### src/rtl/lms_error_unit.sv
`default_nettype none
// ============================================================================
//  Module   : lms_error_unit
//  Purpose  : Complex LMS error stage for NCH channels. Computes e = d - y,
//             delays it DELAY cycles to line up with the weight-update path,
//             and outputs the conjugate e*. It also measures the error power
//             over a window of WINDOW valid outputs and flags convergence
//             against a runtime threshold.
//  Ports    : clk, rst_n (sync, active-low)
//             in_valid, d_i/d_q, y_i/y_q   - packed NCH*W signed samples
//             thr                          - unsigned convergence threshold
//             out_valid, econj_i/econj_q   - delayed conjugated error
//             err_pow, pow_valid, converged - window power result
//  Options  : LMS_ERR_SAT_EN - saturate the difference and the conjugate
//             instead of wrapping them.
//  Revision : 1.0 - initial release
// ============================================================================
module lms_error_unit #(
  parameter int W      = 18,
  parameter int NCH    = 1,
  parameter int DELAY  = 1,
  parameter int WINDOW = 64,
  parameter int ACC_W  = 2*W + $clog2(NCH) + $clog2(WINDOW) + 2
) (
  input  logic             clk,
  input  logic             rst_n,
  input  logic             in_valid,
  input  logic [NCH*W-1:0] d_i,
  input  logic [NCH*W-1:0] d_q,
  input  logic [NCH*W-1:0] y_i,
  input  logic [NCH*W-1:0] y_q,
  input  logic [ACC_W-1:0] thr,
  output logic             out_valid,
  output logic [NCH*W-1:0] econj_i,
  output logic [NCH*W-1:0] econj_q,
  output logic [ACC_W-1:0] err_pow,
  output logic             pow_valid,
  output logic             converged
);

  localparam int              CNT_W    = (WINDOW > 1) ? $clog2(WINDOW) : 1;
  localparam logic [CNT_W-1:0] LAST_CNT = CNT_W'(WINDOW - 1);
  localparam logic [W-1:0]    S_MAX    = {1'b0, {(W-1){1'b1}}};
  localparam logic [W-1:0]    S_MIN    = {1'b1, {(W-1){1'b0}}};

  // Reduce a W+1-bit difference to W bits.
  function automatic logic [W-1:0] reduce_diff(input logic [W:0] x);
`ifdef LMS_ERR_SAT_EN
    if (x[W] != x[W-1]) reduce_diff = x[W] ? S_MIN : S_MAX;
    else                reduce_diff = x[W-1:0];
`else
    reduce_diff = x[W-1:0];
`endif
  endfunction

  // Two's-complement negation; the most negative code needs special care.
  function automatic logic [W-1:0] neg_w(input logic [W-1:0] x);
`ifdef LMS_ERR_SAT_EN
    if (x == S_MIN) neg_w = S_MAX;
    else            neg_w = -x;
`else
    neg_w = -x;
`endif
  endfunction

  // Square of a signed W-bit value, zero-extended to the accumulator width.
  // The true square is at most 2^(2W-2), so 2W product bits are exact.
  function automatic logic [ACC_W-1:0] sq_w(input logic [W-1:0] x);
    logic signed [2*W-1:0] xe;
    logic        [2*W-1:0] prod;
    xe   = {{W{x[W-1]}}, x};
    prod = xe * xe;
    sq_w = {{(ACC_W-2*W){1'b0}}, prod};
  endfunction

  // -------------------------------------------------------------------------
  // Error computation
  // -------------------------------------------------------------------------
  logic [NCH*W-1:0] e_i, e_q;

  always_comb begin
    e_i = '0;
    e_q = '0;
    for (int k = 0; k < NCH; k++) begin
      e_i[k*W +: W] = reduce_diff({d_i[k*W+W-1], d_i[k*W +: W]}
                                - {y_i[k*W+W-1], y_i[k*W +: W]});
      e_q[k*W +: W] = reduce_diff({d_q[k*W+W-1], d_q[k*W +: W]}
                                - {y_q[k*W+W-1], y_q[k*W +: W]});
    end
  end

  // -------------------------------------------------------------------------
  // Delay line: free-running, bubbles carry zero data so idle outputs read 0
  // -------------------------------------------------------------------------
  logic [DELAY-1:0] vld_q, vld_d;
  logic [NCH*W-1:0] ei_q [DELAY];
  logic [NCH*W-1:0] ei_d [DELAY];
  logic [NCH*W-1:0] eq_q [DELAY];
  logic [NCH*W-1:0] eq_d [DELAY];

  always_comb begin
    vld_d[0] = in_valid;
    ei_d[0]  = in_valid ? e_i : '0;
    eq_d[0]  = in_valid ? e_q : '0;
    for (int s = 1; s < DELAY; s++) begin
      vld_d[s] = vld_q[s-1];
      ei_d[s]  = ei_q[s-1];
      eq_d[s]  = eq_q[s-1];
    end
  end

  logic [NCH*W-1:0] ei_del, eq_del;
  assign ei_del    = ei_q[DELAY-1];
  assign eq_del    = eq_q[DELAY-1];
  assign out_valid = vld_q[DELAY-1];

  always_comb begin
    econj_i = ei_del;
    econj_q = '0;
    for (int k = 0; k < NCH; k++) begin
      econj_q[k*W +: W] = neg_w(eq_del[k*W +: W]);
    end
  end

  // -------------------------------------------------------------------------
  // Window power accumulation (uses the error before conjugation)
  // -------------------------------------------------------------------------
  logic [ACC_W-1:0] p, acc_sum;
  logic [ACC_W-1:0] acc_q, acc_d, err_pow_q, err_pow_d;
  logic [CNT_W-1:0] cnt_q, cnt_d;
  logic             pow_valid_q, pow_valid_d, converged_q, converged_d;

  always_comb begin
    p = '0;
    for (int k = 0; k < NCH; k++) begin
      p = p + sq_w(ei_del[k*W +: W]) + sq_w(eq_del[k*W +: W]);
    end
    acc_sum     = acc_q + p;
    acc_d       = acc_q;
    cnt_d       = cnt_q;
    err_pow_d   = err_pow_q;
    converged_d = converged_q;
    pow_valid_d = 1'b0;
    if (out_valid) begin
      if (cnt_q == LAST_CNT) begin
        err_pow_d   = acc_sum;
        converged_d = (acc_sum < thr);
        pow_valid_d = 1'b1;
        acc_d       = '0;
        cnt_d       = '0;
      end else begin
        acc_d = acc_sum;
        cnt_d = cnt_q + CNT_W'(1);
      end
    end
  end

  always_ff @(posedge clk) begin
    if (!rst_n) begin
      vld_q <= '0;
      for (int s = 0; s < DELAY; s++) begin
        ei_q[s] <= '0;
        eq_q[s] <= '0;
      end
      acc_q       <= '0;
      cnt_q       <= '0;
      err_pow_q   <= '0;
      pow_valid_q <= 1'b0;
      converged_q <= 1'b0;
    end else begin
      vld_q <= vld_d;
      for (int s = 0; s < DELAY; s++) begin
        ei_q[s] <= ei_d[s];
        eq_q[s] <= eq_d[s];
      end
      acc_q       <= acc_d;
      cnt_q       <= cnt_d;
      err_pow_q   <= err_pow_d;
      pow_valid_q <= pow_valid_d;
      converged_q <= converged_d;
    end
  end

  assign err_pow   = err_pow_q;
  assign pow_valid = pow_valid_q;
  assign converged = converged_q;

endmodule
`default_nettype wire

### config.mk
export PLATFORM = sky130hd
export DESIGN_NAME = lms_error_unit
export DESIGN_NICKNAME = d
export VERILOG_FILES = /design/src/rtl/lms_error_unit.sv
export SDC_FILE = /design/constraint.sdc
export NUM_CORES = 2
export LEC_CHECK = 0
export ABC_AREA = 1
export CELL_PAD_IN_SITES_DETAIL_PLACEMENT = 0
export CELL_PAD_IN_SITES_GLOBAL_PLACEMENT = 1
export CORE_MARGIN = 2
export CORE_UTILIZATION = 40
export DETAILED_ROUTE_END_ITERATION = 6
export GPL_ROUTABILITY_DRIVEN = 0
export PLACE_DENSITY_LB_ADDON = 0.1
export SLEW_MARGIN = 40
export SYNTH_ARGS = -nofsm -noshare
export SYNTH_HDL_FRONTEND = slang
export SYNTH_SLANG_ARGS = --single-unit
### constraint.sdc
create_clock -name clk -period 11.6 [get_ports clk]
set_input_delay 1.16 -clock clk [delete_from_list [all_inputs] [get_ports clk]]
set_output_delay 1.16 -clock clk [all_outputs]
set_load 0.02 [all_outputs]
# After elaboration in Yosys (flattened, before gate mapping)
# Memory sizes are Yosys's and may differ from the RTL's.
# Index checks and enable logic that the tools add are counted.
[totals] output_inout_bits=83 ram_bits=36 wordCells=33 mem_count=2 regBits=97
[mem_list] memory="ei_q" depth=1 word_bits=18 rd=1 rd_clocked_by_memory_dff=0 write_ports=1 line_no="96" source="logic [NCH*W-1:0] ei_q [DELAY];"
[mem_list] memory="eq_q" depth=1 word_bits=18 rd=1 rd_clocked_by_memory_dff=0 write_ports=1 line_no="98" source="logic [NCH*W-1:0] eq_q [DELAY];"
[classes] mul=2 n_addsub=6 n_eq_ne=1 muxes=11 reduce_logical=4 magnitude_cmp=1
[ops] op="$mul 18x18->36" count=2
[ops] op="$mux 18" count=4
[ops] op="$add 44x37->44" count=1
[ops] op="$lt 44x44->1" count=1
[ops] op="$mux 44" count=1
[ops] op="$add 36x36->37" count=1
[ops] op="$reduce_or 18->1" count=2
[ops] op="$sub 18x18->18" count=2
[ops] op="$neg 18->18" count=1
[ops] op="$add 6x1->6 const B" count=1
[ops] op="$eq 6x6->1 const B" count=1
[ops] op="$mux 6" count=1
[ops] op="$mux 1" count=5
[ops] op="$reduce_and 2->1" count=2

# Depth between registers and ports, before layout
# An unclocked memory read counts as a cell.
[depth] ltp_word=5 mapped_depth=51 ltp_nobuf=49

# Least setup slack after synthesis
# OpenSTA, ideal clock, no wires.
[synth_path] path_type="register to register" startpoint="memory ei_q[0][4] (netlist bit)" endpoint="register converged_q, in the netlist converged" setup_time_ns=0.114 setup_slack_ns=2.999 required_ns=11.486 n_path_buf=2 t_arrival_ns=8.487 path_stages_with_launch=43 path_cell_list="dfxtp_1 > clkbuf_1 > clkbuf_1 > nand2_1 > fa_1 > inv_1 > fa_1 > inv_1 > fa_1 > inv_1 > fa_1 > fa_1 > fa_1 > ha_1 > inv_1 > o21ai_0 > a21boi_0 > o221ai_1 > [7 not listed] > nand2_1 > nor2_1 > inv_1 > nor3_1 > nand3_1 > nand3_1 > nand2_1 > and2_4 > ha_1 > nand2_1 > nor2_1 > nand4_1 > inv_1 > nand2_1 > inv_1 > nand4_1 > nand4_1 > nand2_1"
[synth_between] elab_chain_cells=5
[synth_rtl] element="start: declaration" line_no="96"
[synth_rtl] element="$mem_v2 1x18"
[synth_rtl] element="$mul 18x18->36" line_no="72" source="prod = xe * xe;"
[synth_rtl] element="$add 36x36->37" line_no="136" source="p = p + sq_w(ei_del[k*W +: W]) + sq_w(eq_del[k*W +: W]);"
[synth_rtl] element="$add 44x37->44" line_no="138" source="acc_sum = acc_q + p;"
[synth_rtl] element="net acc_sum[42]" line_no="128" source="logic [ACC_W-1:0] p, acc_sum;"
[synth_rtl] element="$lt 44x44->1" line_no="147" source="converged_d = (acc_sum < thr);"
[synth_rtl] element="end signal: assignment" line_no="180" source="converged_q <= converged_d;"
[synth_rtl] element="end: declaration" line_no="131" source="logic pow_valid_q, pow_valid_d, converged_q, converged_d;"
# The timed path passes the listed nets, and every way through them passes these cells.
# A chain may end at the register's enable or synchronous reset.

# Worst setup path in the final report
[layout_path] startpoint="memory ei_q[0][17] (netlist bit)" endpoint="register converged_q, in the netlist converged"
# Same word-level chain as after synthesis.

==> results.cfg <==
[outcome]
status = completed

[cts]
cts_hold_buf = 0
cts_tree = built
cts-root-buf = clkbuf_16
cts_max_level = 4
ctsResizeCount = 0
clk_pin_slew_ns = 0.08
clkLatencyLatePin_ns = 0.51
post_cts_buffers = 0
numCtsBuffers = 17
cts_buffer_depth = 2
cts_sinks = 133

[sta]
setup_slack_ns = 1.52
max_freq_ghz = 0.0992
worst_pin_slew_ns = 0.770
period_share = 0.869
hold_viol_final = 0
finalSetupTns_ns = 0
slew_violations = 0
setup_viol = 0
clock_skew_ns = 0.0203
maxSlewHeadroom = 0.486
post-route-min-period_ns = 10.08
grt_setup_unrepaired = false

[synthesis]
async_flop_share = 0
synth_flop_cell = dfxtp_1
synth-edff-count = 0
synth_area_leader_cell = fa_1
synth.avg_cell_area_sq_um = 7.52
syn_inst = 4568
synth.top_cell.area_share = 0.369
ys_seq_area_frac = 0.0775
synthTopCellsByArea = fa_1 37%, inv_1 15%, ha_1 12%, nand2_1 11%, dfxtp_1 7.7%
synth_nets = 5642
synth_cell_type_count = 49
synth.most_common_cell = inv_1
synth-seq-cells = 133
yosys-top-cells-count = 1,346 x inv_1, 1,035 x nand2_1, 633 x fa_1, 322 x ha_1, 228 x a21oi_1
ys_warn_count = 0
synth_area_sq_um = 34400

[worst_setup_path]
timing.rr.start = ei_q[0][17]
cp.required_ns = 12.01
path_class = register to register
arrival_ns = 10.49
crit_path_max_incr_delay_ns = 0.87
cp_slowest_cell = fa_1
crit_fanout = 24
start_kind = register
crit_start = ei_q[0][17]
end_kind = register
cpMostUsedCell = nand2_1

[pwr]
ir_worst_vdd_mv = 0.146
p_leak_nw = 21.7
clock_power_share = 0.102
switching_share = 0.585
p_sw_mw = 3.50
pwr_density_cell_nw_per_um2 = 156
seq_power_share = 0.092
combPwrFrac = 0.806
power.internal_mw = 2.48

[cells_and_area]
nNetsFinal = 5796
syn_to_final_growth_pct = 11.4
finalNonFillerCells = 5879
fin_util = 0.450
drive_gt1_frac = 0.0256
diodes = 0
stdcell_area_sq_um = 38300

[die]
core_area_sq_um = 85100
die_h_um = 297
ios = 202
initial_core_util = 0.404
die_x_um = 297
dieArea_sq_um = 88300
std_cell_rows = 107

[routing]
num_vias = 27400
wire_per_inst_um = 16.5
ant_nets = 0
routed_wl_um = 97000
via_per_inst = 4.65
dr.pass1.iters = 5
drc = 0
drt_iter0_markers = 1206

[min_path]
holdCritStartpoint = err_pow[35]
min_path_type = register to register

[global_routing]
grt_util_all_layers = 0.227
antenna_found_initial = 1
grt_pass1_wl_um = 156000
grt_max_degree = 47
overflow = 0
grt_pass1_vias = 28300

[placed_design]
place_inst = 5847
dpl.hpwl_um = 84600
pre_cts_ws_ns = 1.70
place_area_sq_um = 37700
portBuffers = 201

[run]
drv_cap = 0
[worst paths after layout]
| path | endpoint | cells past startpoint | slack [ns] |
|---|---|---|---|
| worst max-delay path | converged | 40 | 1.52 |
| worst min-delay path | err_pow[35] | 2 | 0.45 |
| worst max register to register | converged | 40 | 1.52 |
| worst min register to register | err_pow[35] | 2 | 0.45 |
[worst max-delay path: cells and delay by family, from the launching register on]
kind | cells | cell delay, ns
AND/OR/NAND/NOR | 18 | 2.56
buffers and inverters | 8 | 0.74
AO/OA/AOI/OAI | 4 | 0.96
flip-flops | 1 | 0.66
adder cells (fa/ha/maj) | 10 | 5.02
[layer usage]
layer	track usage	share of wire
met5	0	0
met4	0.0523	0.020
met3	0.0278	0.033
met2	0.386	0.49
met1	0.308	0.46
[power by group through the flow]
stage	combinational (mW)	clock, mW	sequential [mW]
2_1_floorplan	3.38	0	0.536
3_3_place_gp	4.88	0	0.560
3_5_place_dp	4.86	0	0.561
4_1_cts	4.91	0.631	0.551
5_1_grt	5.47	0.642	0.557
6_report	4.83	0.610	0.550
[cell type report]
cell class / count / area, sq um
timing repair buffer: 235 / 2270
multi-input combinational: 2987 / 26300
inverter: 1348 / 5060
clock inverter: 14 / 159
tap: 1144 / 1430
sequential: 133 / 2670
fill: 8870 / 46900
clock buffer: 18 / 439
[through the flow]
step	power, mW	hold slack, ns
after floorplan	3.92	0.445
after CTS	6.09	0.458
after global placement	5.44	0.440
after global routing	6.67	0.470
after detailed placement	5.42	0.443
final	5.99	0.454
[cells in the final DEF (no fill, tap or decap), types with 19 or more instances in the layout]
cell type	synthesis	routed
a21oi_1	228	228
nor3_1	27	27
xnor2_1	47	47
xor2_1	68	68
nand3b_1	21	21
nor2_1	215	215
and2_1	19	19
clkdlybuf4s50_1	0	201
nand4_1	32	32
o21ai_0	92	92
fa_1	633	633
inv_1	1346	1345
dfxtp_1	133	126
nand2_1	1035	1034
buf_4	2	33
ha_1	322	322
nand3_1	108	108
[sequential cells by signal (all words and copies together), names as in the netlist]
name and flops:
converged 1, out_valid 1, acc_q 44, ei_q 18
cnt_q 6, eq_q 18, pow_valid 1, err_pow 44
[cells by family after synthesis]
| group | share of synthesized area |
|---|---|
| compound gates | 0.0662 |
| xor+xnor | 0.0293 |
| fa+ha+maj | 0.486 |
| buf+inv | 0.159 |
| flops | 0.0775 |
| simple gates | 0.182 |
(Power assumes the default switching activity.)
